**config.mk**
```make
export PLATFORM = sky130hd
export DESIGN_NAME = inst_encoder
export DESIGN_NICKNAME = d
export VERILOG_FILES = /design/src/rtl/inst_encoder.sv
export SDC_FILE = /design/constraint.sdc
export NUM_CORES = 1
export LEC_CHECK = 0
export ABC_AREA = 0
export BUFFER_PORTS_ARGS = -buffer_cell sky130_fd_sc_hd__buf_4
export CAP_MARGIN = 5
export CORE_MARGIN = 1.5
export CORE_UTILIZATION = 25
export DETAILED_ROUTE_END_ITERATION = 6
export HOLD_SLACK_MARGIN = 0.02
export PLACE_DENSITY = 0.44
export SETUP_SLACK_MARGIN = 0.02
export SYNTH_ARGS = -nofsm -noshare
export SYNTH_HDL_FRONTEND = slang
export SYNTH_SLANG_ARGS = --single-unit
```
**constraint.sdc**
```tcl
create_clock -name clk -period 1.6 [get_ports clk]
set_input_delay 0.16 -clock clk [delete_from_list [all_inputs] [get_ports clk]]
set_output_delay 0.16 -clock clk [all_outputs]
set_load 0.1 [all_outputs]
```
**src/rtl/inst_encoder.sv**
```systemverilog
// -----------------------------------------------------------------------------
// inst_encoder
//   Turns structured RV32I instruction commands into 32-bit instruction words
//   for the debug/test-injection path into the fetch stream. Illegal field
//   combinations are consumed without emitting a word: they pulse err and
//   bump a saturating counter. Both sides use valid/ready handshakes, and the
//   output is a single register, so throughput is one word per cycle.
//
//   Optional feature macro: INST_ENC_LI_EN
//     defined   : cmd_op 9 (LI) expands to ADDI, or to LUI followed by ADDI
//     undefined : the LI_LO state is omitted and cmd_op 9 is illegal
//
// Parameters
//   ERR_CNT_W   width of the saturating illegal-command counter
//
// Ports
//   clk, reset          clock, asynchronous active-high reset
//   cmd_valid/ready     command handshake (accepted when both are high)
//   cmd_op              0 OP,1 OPIMM,2 BRANCH,3 AUIPC,4 LUI,5 JALR,6 JAL,
//                       7 LOAD,8 STORE,9 LI
//   cmd_funct3,cmd_alt  funct3 field, funct7=0100000 select
//   cmd_rd/rs1/rs2      register fields
//   cmd_imm             full signed immediate
//   inst_valid/ready    instruction word handshake
//   inst_data,inst_last encoded word, final word of the current command
//   err, err_cnt        illegal-command pulse and saturating count
// -----------------------------------------------------------------------------
module inst_encoder #(
   parameter int ERR_CNT_W = 8
) (
   input  logic                 clk,
   input  logic                 reset,
   input  logic                 cmd_valid,
   output logic                 cmd_ready,
   input  logic [3:0]           cmd_op,
   input  logic [2:0]           cmd_funct3,
   input  logic                 cmd_alt,
   input  logic [4:0]           cmd_rd,
   input  logic [4:0]           cmd_rs1,
   input  logic [4:0]           cmd_rs2,
   input  logic [31:0]          cmd_imm,
   output logic                 inst_valid,
   input  logic                 inst_ready,
   output logic [31:0]          inst_data,
   output logic                 inst_last,
   output logic                 err,
   output logic [ERR_CNT_W-1:0] err_cnt
);

   localparam logic [6:0] OPC_OP     = 7'b0110011;
   localparam logic [6:0] OPC_OPIMM  = 7'b0010011;
   localparam logic [6:0] OPC_BRANCH = 7'b1100011;
   localparam logic [6:0] OPC_AUIPC  = 7'b0010111;
   localparam logic [6:0] OPC_LUI    = 7'b0110111;
   localparam logic [6:0] OPC_JALR   = 7'b1100111;
   localparam logic [6:0] OPC_JAL    = 7'b1101111;
   localparam logic [6:0] OPC_LOAD   = 7'b0000011;
   localparam logic [6:0] OPC_STORE  = 7'b0100011;

`ifdef INST_ENC_LI_EN
   typedef enum logic {
      S_IDLE,
      S_LI_LO
   } state_t;

   state_t       r_state;
   logic [31:0]  r_li_lo;
   logic         w_li_two;
   logic [31:0]  w_li_lo;
`endif

   logic                 r_vld;
   logic [31:0]          r_data;
   logic                 r_last;
   logic                 r_err;
   logic [ERR_CNT_W-1:0] r_err_cnt;

   logic                 w_idle;
   logic                 w_slot_free;
   logic                 w_cmd_ready;
   logic                 w_fire;
   logic signed [31:0]   w_imm;
   logic                 w_i_ok;
   logic                 w_b_ok;
   logic                 w_j_ok;
   logic                 w_alt_ok;
   logic                 w_is_shift;
   logic [6:0]           w_alt7;
   logic [31:0]          w_word;
   logic                 w_illegal;

`ifdef INST_ENC_LI_EN
   assign w_idle = (r_state == S_IDLE);
`else
   assign w_idle = 1'b1;
`endif

   // The output register can take a new word when empty or being drained.
   assign w_slot_free = !r_vld || inst_ready;
   assign w_cmd_ready = w_idle && w_slot_free;
   assign w_fire      = cmd_valid && w_cmd_ready;

   assign w_imm  = cmd_imm;
   assign w_i_ok = (w_imm >= -32'sd2048)    && (w_imm <= 32'sd2047);
   assign w_b_ok = (w_imm >= -32'sd4096)    && (w_imm <= 32'sd4094);
   assign w_j_ok = (w_imm >= -32'sd1048576) && (w_imm <= 32'sd1048575);

   // cmd_alt is only meaningful for ADD/SUB, SRL/SRA and SRLI/SRAI.
   assign w_alt_ok = ((cmd_op == 4'd0) && ((cmd_funct3 == 3'b000) || (cmd_funct3 == 3'b101))) ||
                     ((cmd_op == 4'd1) && (cmd_funct3 == 3'b101));
   assign w_is_shift = (cmd_funct3 == 3'b001) || (cmd_funct3 == 3'b101);
   assign w_alt7     = cmd_alt ? 7'b0100000 : 7'b0000000;

   always_comb begin
      w_word    = '0;
      w_illegal = 1'b0;
`ifdef INST_ENC_LI_EN
      w_li_two  = 1'b0;
      w_li_lo   = {cmd_imm[11:0], cmd_rd, 3'b000, cmd_rd, OPC_OPIMM};
`endif
      if (cmd_alt && !w_alt_ok)
         w_illegal = 1'b1;

      case (cmd_op)
         4'd0: begin
            w_word = {w_alt7, cmd_rs2, cmd_rs1, cmd_funct3, cmd_rd, OPC_OP};
         end
         4'd1: begin
            // Shift-immediates carry funct7 in the upper immediate bits.
            if (w_is_shift)
               w_word = {w_alt7, cmd_imm[4:0], cmd_rs1, cmd_funct3, cmd_rd, OPC_OPIMM};
            else
               w_word = {cmd_imm[11:0], cmd_rs1, cmd_funct3, cmd_rd, OPC_OPIMM};
            if (!w_i_ok)
               w_illegal = 1'b1;
         end
         4'd2: begin
            w_word = {cmd_imm[12], cmd_imm[10:5], cmd_rs2, cmd_rs1, cmd_funct3,
                      cmd_imm[4:1], cmd_imm[11], OPC_BRANCH};
            if ((cmd_funct3 == 3'b010) || (cmd_funct3 == 3'b011) || cmd_imm[0] || !w_b_ok)
               w_illegal = 1'b1;
         end
         4'd3: begin
            w_word = {cmd_imm[31:12], cmd_rd, OPC_AUIPC};
         end
         4'd4: begin
            w_word = {cmd_imm[31:12], cmd_rd, OPC_LUI};
         end
         4'd5: begin
            w_word = {cmd_imm[11:0], cmd_rs1, cmd_funct3, cmd_rd, OPC_JALR};
            if ((cmd_funct3 != 3'b000) || !w_i_ok)
               w_illegal = 1'b1;
         end
         4'd6: begin
            w_word = {cmd_imm[20], cmd_imm[10:1], cmd_imm[11], cmd_imm[19:12], cmd_rd, OPC_JAL};
            if (cmd_imm[0] || !w_j_ok)
               w_illegal = 1'b1;
         end
         4'd7: begin
            w_word = {cmd_imm[11:0], cmd_rs1, cmd_funct3, cmd_rd, OPC_LOAD};
            if ((cmd_funct3 == 3'b011) || (cmd_funct3 == 3'b110) ||
                (cmd_funct3 == 3'b111) || !w_i_ok)
               w_illegal = 1'b1;
         end
         4'd8: begin
            w_word = {cmd_imm[11:5], cmd_rs2, cmd_rs1, cmd_funct3, cmd_imm[4:0], OPC_STORE};
            if (cmd_funct3[2] || (cmd_funct3[1:0] == 2'b11) || !w_i_ok)
               w_illegal = 1'b1;
         end
`ifdef INST_ENC_LI_EN
         4'd9: begin
            if (w_i_ok) begin
               w_word = {cmd_imm[11:0], 5'd0, 3'b000, cmd_rd, OPC_OPIMM};
            end else begin
               // ADDI sign-extends its 12 bits, so round the upper part up
               // when bit 11 is set.
               w_li_two = 1'b1;
               w_word   = {cmd_imm[31:12] + {19'd0, cmd_imm[11]}, cmd_rd, OPC_LUI};
            end
         end
`endif
         default: begin
            w_illegal = 1'b1;
         end
      endcase
   end

   always_ff @(posedge clk or posedge reset) begin
      if (reset) begin
         r_vld     <= 1'b0;
         r_data    <= '0;
         r_last    <= 1'b0;
         r_err     <= 1'b0;
         r_err_cnt <= '0;
`ifdef INST_ENC_LI_EN
         r_state   <= S_IDLE;
         r_li_lo   <= '0;
`endif
      end else begin
         r_err <= 1'b0;
         if (w_fire) begin
            if (w_illegal) begin
               r_vld <= 1'b0;
               r_err <= 1'b1;
               if (r_err_cnt != {ERR_CNT_W{1'b1}})
                  r_err_cnt <= r_err_cnt + ERR_CNT_W'(1);
            end else begin
               r_vld  <= 1'b1;
               r_data <= w_word;
               r_last <= 1'b1;
`ifdef INST_ENC_LI_EN
               if (w_li_two) begin
                  r_last  <= 1'b0;
                  r_li_lo <= w_li_lo;
                  r_state <= S_LI_LO;
               end
`endif
            end
         end
`ifdef INST_ENC_LI_EN
         else if ((r_state == S_LI_LO) && w_slot_free) begin
            // The ADDI always follows the LUI, even when imm[11:0] is zero.
            r_vld   <= 1'b1;
            r_data  <= r_li_lo;
            r_last  <= 1'b1;
            r_state <= S_IDLE;
         end
`endif
         else if (w_slot_free) begin
            r_vld <= 1'b0;
         end
      end
   end

   assign cmd_ready  = w_cmd_ready;
   assign inst_valid = r_vld;
   assign inst_data  = r_data;
   assign inst_last  = r_last;
   assign err        = r_err;
   assign err_cnt    = r_err_cnt;

endmodule

```
# Word-level counts from Yosys, hierarchy flattened
# Index checks and enable logic that the tools add are counted.
totals:
  reg_bits: 43
  output_inout_bits: 44
  elab_cells: 78
classes:
  add_sub_neg: 1
  n_lt_le_gt_ge: 6
  n_eq_ne: 16
  muxes: 16
  n_bitwise: 1
  reduce_logical: 33
ops:
  columns: ["op", "n"]
  rows:
  - ["one-hot mux 32 bit (9 select lines)", 1]
  - [">= comparator 32 x 12 -> 1 bit, second input constant", 1]
  - [">= comparator 32 x 13 -> 1 bit, second input constant", 1]
  - [">= comparator 32 x 21 -> 1 bit, second input constant", 1]
  - ["<= comparator 32 x 12 -> 1 bit, second input constant", 1]
  - ["<= comparator 32 x 13 -> 1 bit, second input constant", 1]
  - ["<= comparator 32 x 21 -> 1 bit, second input constant", 1]
  - ["two-way mux 32 bit", 1]
  - ["== test 4 x 3 -> 1 bit, second input constant", 4]
  - ["logical OR 1 bit", 14]
  - ["two-way mux 1 bit", 12]
  - ["== test 3 bit, second input constant", 3]
  - ["adder 8 x 1 -> 8 bit, second input constant", 1]
  - ["== test 4 x 2 -> 1 bit, second input constant", 2]
  - ["inequality test 8 bit, second input constant", 1]
  - ["logical AND 1 bit", 7]
  - ["one-hot mux 1 bit (7 select lines)", 1]
  - ["== test 3 x 2 -> 1 bit, second input constant", 2]
  - ["two-way mux 6 bit", 1]
  - ["logical NOT 1 bit", 5]
  - ["== test 4 x 1 -> 1 bit, second input constant", 1]
  - ["== test 4 bit, second input constant", 1]
  - ["logical NOT 4 bit", 1]
  - ["== test 3 x 1 -> 1 bit, second input constant", 1]
  - ["8 further kinds", 8]

# Longest topological paths before layout
# Gate-level depths: netlist of run 1.
logic_depth:
  depth_word: 11
  ltp_mapped: 9
  ltp_nobuf: 7

# Worst setup path before layout of run 1
# OpenSTA, ideal clock, no wires.
synth_path:
  path_kind: "register -> register"
  startpoint: "reg r_vld, in the netlist inst_valid"
  endpoint: "reg r_err_cnt[1], in the netlist err_cnt[1]"
  setup_ps: 126
  arrival_ps: 2880
  required_ps: 1474
  slack_ps: -1406
  path_stages_with_launch: 6
  synth_period_minus_slack_ps: 3006
  cell_sequence: "dfrtp_1 > nand2b_1 > nand2_1 > nor2_1 > nand2_1 > mux2_2"
synth_between:
  elab_chain_len: 4
synth_lines:
  columns: ["item", "line_no", "text"]
  rows:
  - ["start: declaration", "72", "logic r_vld;"]
  - ["start signal: assignment", "190", "r_vld <= 1'b0;"]
  - ["start signal: assignment", "203", "r_vld <= 1'b0;"]
  - ["start signal: assignment", "208", "r_vld <= 1'b1;"]
  - ["logical NOT 1 bit", "99", "assign w_slot_free = !r_vld || inst_ready;"]
  - ["logical OR 1 bit", "99", null]
  - ["net cmd_ready", "34", "output logic cmd_ready,"]
  - ["logical AND 1 bit", "101", "assign w_fire = cmd_valid && w_cmd_ready;"]
  - ["AND reduction 3 bit (no line)", null, null]
  - ["end signal: assignment", "206", "r_err_cnt <= r_err_cnt + ERR_CNT_W'(1);"]
  - ["end: declaration", "76", "logic [ERR_CNT_W-1:0] r_err_cnt;"]
# The timed path passes the listed nets, and every way through them passes these cells.
# A chain may end at the register's enable or synchronous reset.

# Final worst setup path of run 1
layout_path:
  startpoint: "in cmd_imm[14]"
  endpoint: "reg r_data[18], in the netlist inst_data[18]"
layout_between:
  elab_chain_len: 8
  word_cells_on_any_way: 26
  cone_classes: "6 x order compare; 7 x mux; 1 x bitwise; 12 x reduce/logical"
layout_lines:
  columns: ["item", "line_no", "text"]
  rows:
  - ["start: declaration", "41", "input logic [31:0] cmd_imm,"]
  - [">= comparator 32 x 12 -> 1 bit, or another cell as far along", "104", "assign w_i_ok = (w_imm >= -32'sd2048) && (w_imm <= 32'sd2047);"]
  - ["logical AND 1 bit, on equally long branches", "104, 105, 106", null]
  - ["logical NOT 1 bit, on equally long branches", null, null]
  - ["logical OR 1 bit, on equally long branches", null, null]
  - ["two-way mux 1 bit, on equally long branches", null, null]
  - ["one-hot mux 1 bit (7 select lines) (*)", "124", "case (cmd_op)"]
  - ["inverter 1 bit (no line) (*)", null, null]
  - ["AND reduction 2 bit (no line) (*)", null, null]
  - ["end signal: assignment", "209", "r_data <= w_word;"]
  - ["end: declaration", "73", "logic [31:0] r_data;"]
# Every way passes the cells marked *; elsewhere a longest branch is shown, timed or not.

==> run_results.csv, run 1 <==
group,metric,value,unit
sta,finalHoldViolations,0,
cts,clock_path_buffers,2,
floorplanning,rows,37,
layout,layout-drive-gt1-share,0.585,
hold_path,min_path_cells,3,
setup_path,crit_path_end_kind,"flop",
setup_path,required,1.79,ns
setup_path,reg2reg_depth,6,
grt,grt_pass1_vias,2706,
power_and_ir_drop,power.leakage,2.05,nW
cts,cts_buffers,5,
setup_path,cp-startpoint,"cmd_imm[14]",
status,status,"finished, violations left",
sta,finalSetupViolations,42,
drt,wirelength,8830,um
drt,drtPass1Iterations,4,
setup_path,worstPathArrival,2.07,ns
power_and_ir_drop,ir_worst_vdd,0.881,mV
cts,clk_pin_slew,0.09,ns
sta,rsz0062_at_grt,"yes",
yosys,postSynthAreaPerCell,10.2,sq um
sta,worst_slack,-0.283,ns
yosys,ys.flop_type,"dfrtp_1",
yosys,async_flop_share,1.00,
yosys,yosys_warnings,0,
sta,slew_headroom,0.559,
setup_path,critical_path.max_fanout,11,
drt,wl_per_cell,15.6,um
cts,root_buffer,"clkbuf_8",
setup_path,r2r-end,"err_cnt[4]$_DFFE_PP0P_",
yosys,synthesis.area,2690,sq um
setup_path,crit_end,"inst_data[18]$_DFFE_PP0P_",
sta,fin_skew,0.00404,ns
place,dpl.hpwl,6850,um
setup_path,start_kind,"primary input",
setup_path,reg2reg_from,"err_cnt[4]$_DFFE_PP0P_",
yosys,synth_cells,263,
grt,grt_max_degree,29,
layout,final_common_cell,"buf_4",
sta,finalCriticalPeriod,1.88,ns
power_and_ir_drop,power_density,1330,nW/um^2
yosys,ys_types,47,
flow_run,cap_violations,0,
setup_path,path_delay_family,"simple AND/OR/NAND/NOR gates",
setup_path,crit_cells,9,
sta,post-route-period-util,1.18,
setup_path,worstSetupPathType,"primary input to flop",
floorplanning,initial_utilization,0.260,
layout,final_cell_mix,"buf_4, dfrtp_1, mux2_4",
sta,worst_pin_slew,0.662,ns
cts,cts_htree_levels,2,
setup_path,regToRegSetupSlack,-0.06,ns
yosys,synth.yosys.seq_area_share,0.390,
setup_path,cp_slowest_cell,"or4b_4",
yosys,synthesis.nets,323,
drt,vias_per_cell,4.74,
setup_path,critPathBufInv,2,
yosys,ys_seq_elements,42,
cts,cts_tree,"built",
grt,antenna_found_initial,0,
grt,grt.overflow.total,0,
cts,insertion_delay,0.30,ns
floorplanning,io-pin-count,103,
yosys,synth_area_leader_cell,"dfrtp_1",
floorplanning,die_area,11400,sq um
place,dp_cells,553,
hold_path,hold_path.class,"primary input to flop",
layout,stdcell_count,567,
drt,drc,0,
place,gp_congestion,0.869,
sta,finalSetupTns,-9.74,ns
sta,clock.fmax,531,MHz
cts,clock_sinks,42,
layout,antenna_cells,0,
setup_path,path_cells,"buf_4 -> nand4_1 -> nor2_2 -> or4b_4 -> a21oi_4 -> o221ai_4 -> nor2_8 -> buf_12 -> mux2_4",
sta,drv_slew,0,
status,violations,"setup timing",
floorplanning,core_area,10400,sq um
grt,track_usage,0.156,
drt,ant_nets,0,
grt,grt_pass1_wl,14000,um
floorplanning,die_h,107,um
yosys,synth_edf_count,0,
yosys,synthTopCellsByArea,"dfrtp_1, mux2_4, a22o_1",
yosys,synth_top_cell_area_share,0.390,
layout,synthToLayoutAreaGrowth,63.8,%
layout,fin_nets,490,
setup_path,cpPeakStageDelay,0.51,ns
drt,num_vias,2686,
drt,dr.first_iter.drc_count,143,
floorplanning,dieWidth,107,um
place,port_buffers,102,
-- metal layers --
metal	wire length, um	vias to the layer above	track usage
li1	-	1318	-
met1	4220	1280	0.220
met2	3960	81	0.241
met3	535	7	0.0322
met4	110	0	0.0410
met5	0	-	0
-- worst min path at each step --
stage | from | endpoint
after floorplan | cmd_valid | err$_DFF_PP0_
after CTS | inst_ready | inst_valid$_DFFE_PP0P_
final | inst_ready | inst_valid$_DFFE_PP0P_
after detailed placement | reset | inst_data[15]$_DFFE_PP0P_
after global placement | reset | inst_last$_DFFE_PP0P_
after global routing | inst_ready | inst_valid$_DFFE_PP0P_
-- stage by stage --
step	hold slack [ns]	area (sq um)	worst slack, ns	total power, mW	utilization
floorplan	0.378	2770	-0.370	4.20	-
global placement	0.165	4130	-0.682	5.13	0.398
detailed placement	0.169	4130	-0.716	5.13	0.398
CTS	0.166	4310	-0.270	5.90	0.416
global route	0.145	4410	-0.378	6.12	0.425
finish	0.153	4410	-0.283	5.88	0.425
-- sequential cells by signal (all words and copies together), names as in the netlist --
signal	count
err	1
err_cnt	8
inst_data	31
inst_last	1
inst_valid	1
-- cell type report --
class | count | area (sq um)
Clock inverter | 3 | 21.3
Tap cell | 136 | 170
Multi-Input combinational cell | 199 | 1640
Sequential cell | 42 | 1070
Clock buffer | 5 | 68.8
Timing Repair Buffer | 176 | 1410
Fill cell | 1048 | 5960
Inverter | 6 | 22.5
-- repair_timing --
item,CTS,global route
hold buffers,1,0
gates cloned,0,1
setup buffers,0,4
setup endpoints to repair,42,42
endpoints found under the hold margin,14,0
resized for setup,19,14
pin swaps,2,5
-- worst register-to-register path, stage by stage (launching register included) --
cell     delay [ns]
dfrtp_4        0.48
and3_4         0.20
and3_4         0.18
and3_4         0.18
nor3b_4        0.20
nand4_1        0.16
xnor2_1        0.15
-- where the power goes --
group	switching [mW]	internal [mW]
combinational	2.57	1.06
sequential	0.177	1.36
clock	0.405	0.307
-- synthesized netlist by cell type (all sizes together) (3+ instances only) --
cell and number:
dfrtp 42, mux2 30, nand2 27, a21oi 25, a22o 21, o21ai 16, nand4 13, nor2 11
buf 10, xnor2 7, clkbuf 6, inv 6, nand3 6, and3 5, nor3 4, nor4 4
nand2b 3
-- kinds of logic (layout without fill, tap and decap cells) --
logic type | Yosys count | in the layout | share of synthesized area
compound gates | 78 | 78 | 0.204
xor+xnor | 7 | 7 | 0.0228
fa+ha+maj | 1 | 1 | 0.00465
buf+inv | 22 | 190 | 0.0544
flops | 42 | 42 | 0.390
mux | 30 | 30 | 0.163
simple gates | 83 | 83 | 0.161
(Power assumes the default switching activity.)
==> run 2, diff against run 1 <==
--- a/config.mk
+++ b/config.mk
@@ -9,10 +9,10 @@
 export BUFFER_PORTS_ARGS = -buffer_cell sky130_fd_sc_hd__buf_4
 export CAP_MARGIN = 5
 export CORE_MARGIN = 1.5
-export CORE_UTILIZATION = 25
+export CORE_UTILIZATION = 45
 export DETAILED_ROUTE_END_ITERATION = 6
 export HOLD_SLACK_MARGIN = 0.02
-export PLACE_DENSITY = 0.44
+export PLACE_DENSITY = 0.73
 export SETUP_SLACK_MARGIN = 0.02
 export SYNTH_ARGS = -nofsm -noshare
 export SYNTH_HDL_FRONTEND = slang
==> run_results.csv, run 2 (same netlist as run 1, synthesis figures left out) <==
group,metric,value,unit
hold_path,min_from,"inst_ready",
place,placed_cell_area,4030,sq um
floorplanning,die_h,80.4,um
grt,grt_pass1_vias,2843,
drt,vias_per_cell,5.66,
hold_path,hold_path.class,"primary input to flop",
floorplanning,core_area,5640,sq um
status,status,"finished, violations left",
layout,fill_cells,384,
grt,grt.overflow.total,0,
place,dp_cells,487,
cts,clk_pin_slew,0.08,ns
floorplanning,die_area,6460,sq um
hold_path,min_to,"inst_valid$_DFFE_PP0P_",
setup_path,start_kind,"primary input",
cts,cts_htree_levels,2,
cts,clock_path_buffers,2,
power_and_ir_drop,power.leakage,2.07,nW
layout,fin_nets,489,
place,port_buffers,102,
drt,ant_nets,0,
setup_path,r2r-end,"err_cnt[4]$_DFFE_PP0P_",
drt,wirelength,8630,um
layout,antenna_cells,0,
grt,track_usage,0.275,
place,gp_congestion,0.927,
cts,clock_sinks,42,
cts,insertion_delay,0.30,ns
grt,grt_max_degree,27,
layout,synthToLayoutAreaGrowth,62.4,%
sta,finalSetupViolations,42,
layout,postLayoutCellArea,4370,sq um
hold_path,min_path_cells,3,
setup_path,crit_path_end_kind,"flop",
setup_path,reg2reg_depth,6,
sta,rsz0062_at_grt,"yes",
setup_path,required,1.79,ns
layout,final_cell_mix,"buf_4, dfrtp_1, mux2_4",
layout,seq_area,1070,sq um
place,dpl.hpwl,6400,um
place,preCtsSetupSlack,-0.657,ns
sta,finalCriticalPeriod,1.90,ns
status,violations,"setup timing",
power_and_ir_drop,power_density,1390,nW/um^2
floorplanning,rows,27,
layout,layout-drive-gt1-share,0.579,
sta,clock.fmax,525,MHz
flow_run,cap_violations,0,
setup_path,critical_path.max_fanout,7,
sta,fin_skew,0.00409,ns
sta,finalHoldViolations,0,
power_and_ir_drop,ir_worst_vdd,1.64,mV
floorplanning,dieWidth,80.4,um
drt,dr.first_iter.drc_count,205,
setup_path,cpPeakStageDelay,0.59,ns
setup_path,critPathBufInv,2,
layout,largest_register_ffs,31,
cts,cts_tree,"built",
setup_path,cp_slowest_cell,"or4b_4",
setup_path,worstSetupPathType,"primary input to flop",
floorplanning,io-pin-count,103,
drt,wl_per_cell,17.2,um
floorplanning,initial_utilization,0.477,
drt,num_vias,2840,
sta,drv_slew,0,
setup_path,path_delay_family,"simple AND/OR/NAND/NOR gates",
layout,multi_input_comb_area,1660,sq um
layout,stdcell_count,502,
layout,final_common_cell,"buf_4",
setup_path,reg2reg_from,"err_cnt[4]$_DFFE_PP0P_",
drt,drc,0,
sta,post-route-period-util,1.19,
sta,holdWs,0.164,ns
sta,slew_headroom,0.543,
setup_path,regToRegSetupSlack,-0.02,ns
grt,antenna_found_initial,0,
cts,root_buffer,"clkbuf_8",
sta,worst_slack,-0.304,ns
cts,cts_buffers,5,
sta,worst_pin_slew,0.681,ns
grt,grt_pass1_wl,13700,um
setup_path,path_cells,"buf_4 -> nand4_1 -> or4b_4 -> a21oi_4 -> o221ai_4 -> nor2_8 -> clkbuf_16 -> mux2_4",
setup_path,worstPathArrival,2.09,ns
drt,drtPass1Iterations,5,
==> run 2: where the power goes <==
part           internal (mW)  leakage, nW  total [mW]  switching, mW
combinational           1.07         1.49        3.65           2.58
sequential              1.36        0.525        1.55          0.188
clock                  0.468       0.0585       0.871          0.403
==> run 2: how the worst max path moves through the flow <==
stage | start | end | slack (ns) | depth (start not counted)
final | cmd_imm[22] | inst_data[9]$_DFFE_PP0P_ | -0.30 | 8
after global routing | cmd_imm[24] | inst_data[12]$_DFFE_PP0P_ | -0.35 | 9
after CTS | cmd_funct3[0] | inst_data[24]$_DFFE_PP0P_ | -0.22 | 9
after detailed placement | cmd_imm[19] | inst_data[24]$_DFFE_PP0P_ | -0.66 | 9
after global placement | cmd_imm[19] | inst_data[29]$_DFFE_PP0P_ | -0.64 | 9
after floorplan | cmd_funct3[0] | inst_data[10]$_DFFE_PP0P_ | -0.37 | 8
==> run 2: worst reg2reg max path, cell delays in order (launching register included) <==
cell	delay, ns
dfrtp_4	0.48
and3_4	0.19
and3_4	0.18
and3_4	0.18
nor3b_2	0.22
nand4_1	0.14
xnor2_1	0.14
==> run 2: cell type report <==
| type | count | share of cell area |
|---|---|---|
| timing repair buffer | 175 | 0.324 |
| tap | 72 | 0.0206 |
| clock buffer | 5 | 0.0157 |
| clock inverter | 3 | 0.0100 |
| inverter | 6 | 0.00515 |
| sequential | 42 | 0.245 |
| multi-input combinational | 199 | 0.380 |
==> run 2: what timing repair did <==
item / CTS / global route
gates cloned: 0 / 1
endpoints found under the setup margin: 42 / 42
setup buffers: 4 / 2
hold endpoints to repair: 16 / 0
resized for setup: 24 / 13
hold buffers: 1 / 0
pin swaps: 4 / 6
==> run 2: routing by layer <==
| layer | track usage | wire, um | vias to the layer above |
|---|---|---|---|
| met4 | 0.112 | 315 | 0 |
| met2 | 0.471 | 4340 | 143 |
| li1 | - | - | 1317 |
| met5 | 0 | 0 | - |
| met1 | 0.345 | 3410 | 1352 |
| met3 | 0.0420 | 564 | 28 |
==> run 2: per-stage QoR <==
step	setup TNS, ns	power, mW	util
after floorplan	-12.39	4.20	-
after global placement	-23.22	5.07	0.715
after CTS	-7.11	6.05	0.758
after global routing	-12.44	6.29	0.775
after detailed placement	-23.51	5.13	0.715
final	-10.23	6.07	0.775
==> run 3, diff against run 2 <==
==> constraint.sdc (replaced) <==
create_clock -name clk -period 1.6 [get_ports clk]
set_input_delay 0.24 -clock clk [delete_from_list [all_inputs] [get_ports clk]]
set_output_delay 0.24 -clock clk [all_outputs]
set_load 0.1 [all_outputs]
==> run_results.csv, run 3 (same netlist as run 1, synthesis figures left out) <==
group,metric,value,unit
status,status,"finished, violations left",
status,violations,"setup timing",
setup_path,critical_path.max_fanout,5,
grt,antenna_found_initial,0,
sta,finalSetupTns,-12.32,ns
place,port_buffers,102,
drt,drc,0,
place,dpl.hpwl,6160,um
sta,worst_pin_slew,0.638,ns
power_and_ir_drop,power.total,5.94,mW
sta,post-route-period-util,1.23,
sta,finalHoldViolations,0,
sta,fin_skew,0.00700,ns
layout,largest_register_ffs,31,
layout,layout-drive-gt1-share,0.592,
cts,cts_buffers,5,
hold_path,min_path_cells,3,
sta,drv_slew,0,
sta,rsz0062_at_grt,"yes",
setup_path,reg2reg_depth,6,
grt,grt_pass1_wl,14000,um
floorplanning,dieWidth,80.4,um
layout,synthToLayoutAreaGrowth,65.3,%
layout,fin_util,0.789,
grt,grt.overflow.total,0,
grt,grt_pass1_vias,2947,
floorplanning,initial_utilization,0.477,
cts,root_buffer,"clkbuf_8",
hold_path,hold_path.class,"primary input to flop",
sta,finalSetupViolations,42,
drt,drtPass1Iterations,5,
sta,worst_slack,-0.375,ns
layout,fill_cells,376,
cts,insertion_delay,0.30,ns
drt,vias_per_cell,5.74,
layout,antenna_cells,0,
setup_path,worstSetupPathType,"primary input to flop",
sta,finalCriticalPeriod,1.98,ns
grt,track_usage,0.281,
floorplanning,die_h,80.4,um
power_and_ir_drop,power.leakage,2.08,nW
grt,grt_max_degree,30,
sta,slew_headroom,0.575,
layout,final_common_cell,"buf_4",
drt,dr.first_iter.drc_count,248,
layout,fin_nets,488,
power_and_ir_drop,power_density,1340,nW/um^2
drt,wl_per_cell,18.3,um
cts,clock_sinks,42,
cts,clock_path_buffers,2,
layout,final_cell_mix,"buf_4, dfrtp_1, mux2_4",
power_and_ir_drop,ir_worst_vdd,1.20,mV
setup_path,start_kind,"primary input",
floorplanning,rows,27,
place,gp_congestion,0.868,
floorplanning,die_area,6460,sq um
sta,clock.fmax,506,MHz
drt,wirelength,9150,um
setup_path,worstPathArrival,2.17,ns
cts,cts_htree_levels,2,
drt,num_vias,2874,
cts,clk_pin_slew,0.09,ns
flow_run,cap_violations,0,
cts,cts_tree,"built",
setup_path,required,1.79,ns
floorplanning,core_area,5640,sq um
drt,ant_nets,0,
setup_path,crit_path_end_kind,"flop",
floorplanning,io-pin-count,103,
run 3: changes by cell type in the layout (fill, tap and decap cells not counted), moves of 3 or more:
| cell | previous run | this run |
|---|---|---|
| buf_4 | 159 | 146 |
| buf_6 | 10 | 19 |
| nand3_1 | 6 | 3 |
| nand3_2 | 0 | 3 |
run 3: routing by layer:
metal / track usage / wire length, um / vias up
met4: 0.122 / 254 / 0
met1: 0.353 / 3730 / 1377
met2: 0.479 / 4540 / 153
met3: 0.0386 / 624 / 23
li1: - / - / 1321
met5: 0 / 0 / -
run 3: timing repair:
item	in CTS	in global routing
hold buffers	1	0
hold endpoints to repair	13	0
pin swaps	7	11
resized for setup	37	19
endpoints found under the setup margin	42	42
buffers inserted	8	0
cloned	1	1
run 3: cell type report:
| type | count | area [sq um] | area share |
|---|---|---|---|
| repair buffers | 174 | 1480 | 0.333 |
| flip-flops and latches | 42 | 1070 | 0.241 |
| clock inverters | 2 | 13.8 | 0.00309 |
| multi-input cells | 199 | 1700 | 0.382 |
| well taps | 72 | 90.1 | 0.0202 |
| inverters | 6 | 22.5 | 0.00506 |
| clock buffers | 6 | 72.6 | 0.0163 |
run 3: report_power, final:
part | internal, mW | switching, mW | total (mW)
clock | 0.309 | 0.393 | 0.701
sequential | 1.36 | 0.184 | 1.54
combinational | 1.08 | 2.62 | 3.70
total | 2.75 | 3.20 | 5.94
run 3: final timing paths:
| path | from | end | slack [ns] |
|---|---|---|---|
| max | cmd_imm[12] | inst_data[31]$_DFFE_PP0P_ | -0.38 |
| min | inst_ready | inst_valid$_DFFE_PP0P_ | 0.24 |
| max reg2reg | err_cnt[4]$_DFFE_PP0P_ | err_cnt[4]$_DFFE_PP0P_ | -0.06 |
| min reg2reg | err_cnt[6]$_DFFE_PP0P_ | err_cnt[6]$_DFFE_PP0P_ | 0.50 |
| max in group asynchronous | reset | inst_data[12]$_DFFE_PP0P_ | 0.61 |
| min in group asynchronous | reset | inst_data[1]$_DFFE_PP0P_ | 0.48 |
run 3: stage by stage:
stage	std cells	hold WS, ns	area [sq um]	setup WS [ns]
after global placement	482	0.247	3990	-0.711
after floorplan	263	0.458	2770	-0.450
after CTS	500	0.240	4330	-0.336
after global routing	501	0.235	4450	-0.405
after detailed placement	482	0.248	3990	-0.750
final	501	0.237	4450	-0.375
run 3: worst max-delay path: stages:
cell	delay (ns)
buf_4	0.08
nand4_1	0.10
nor2_2	0.15
or4b_4	0.50
a21oi_4	0.19
o221ai_4	0.16
nor2_8	0.14
buf_6	0.14
clkbuf_16	0.15
mux2_4	0.31
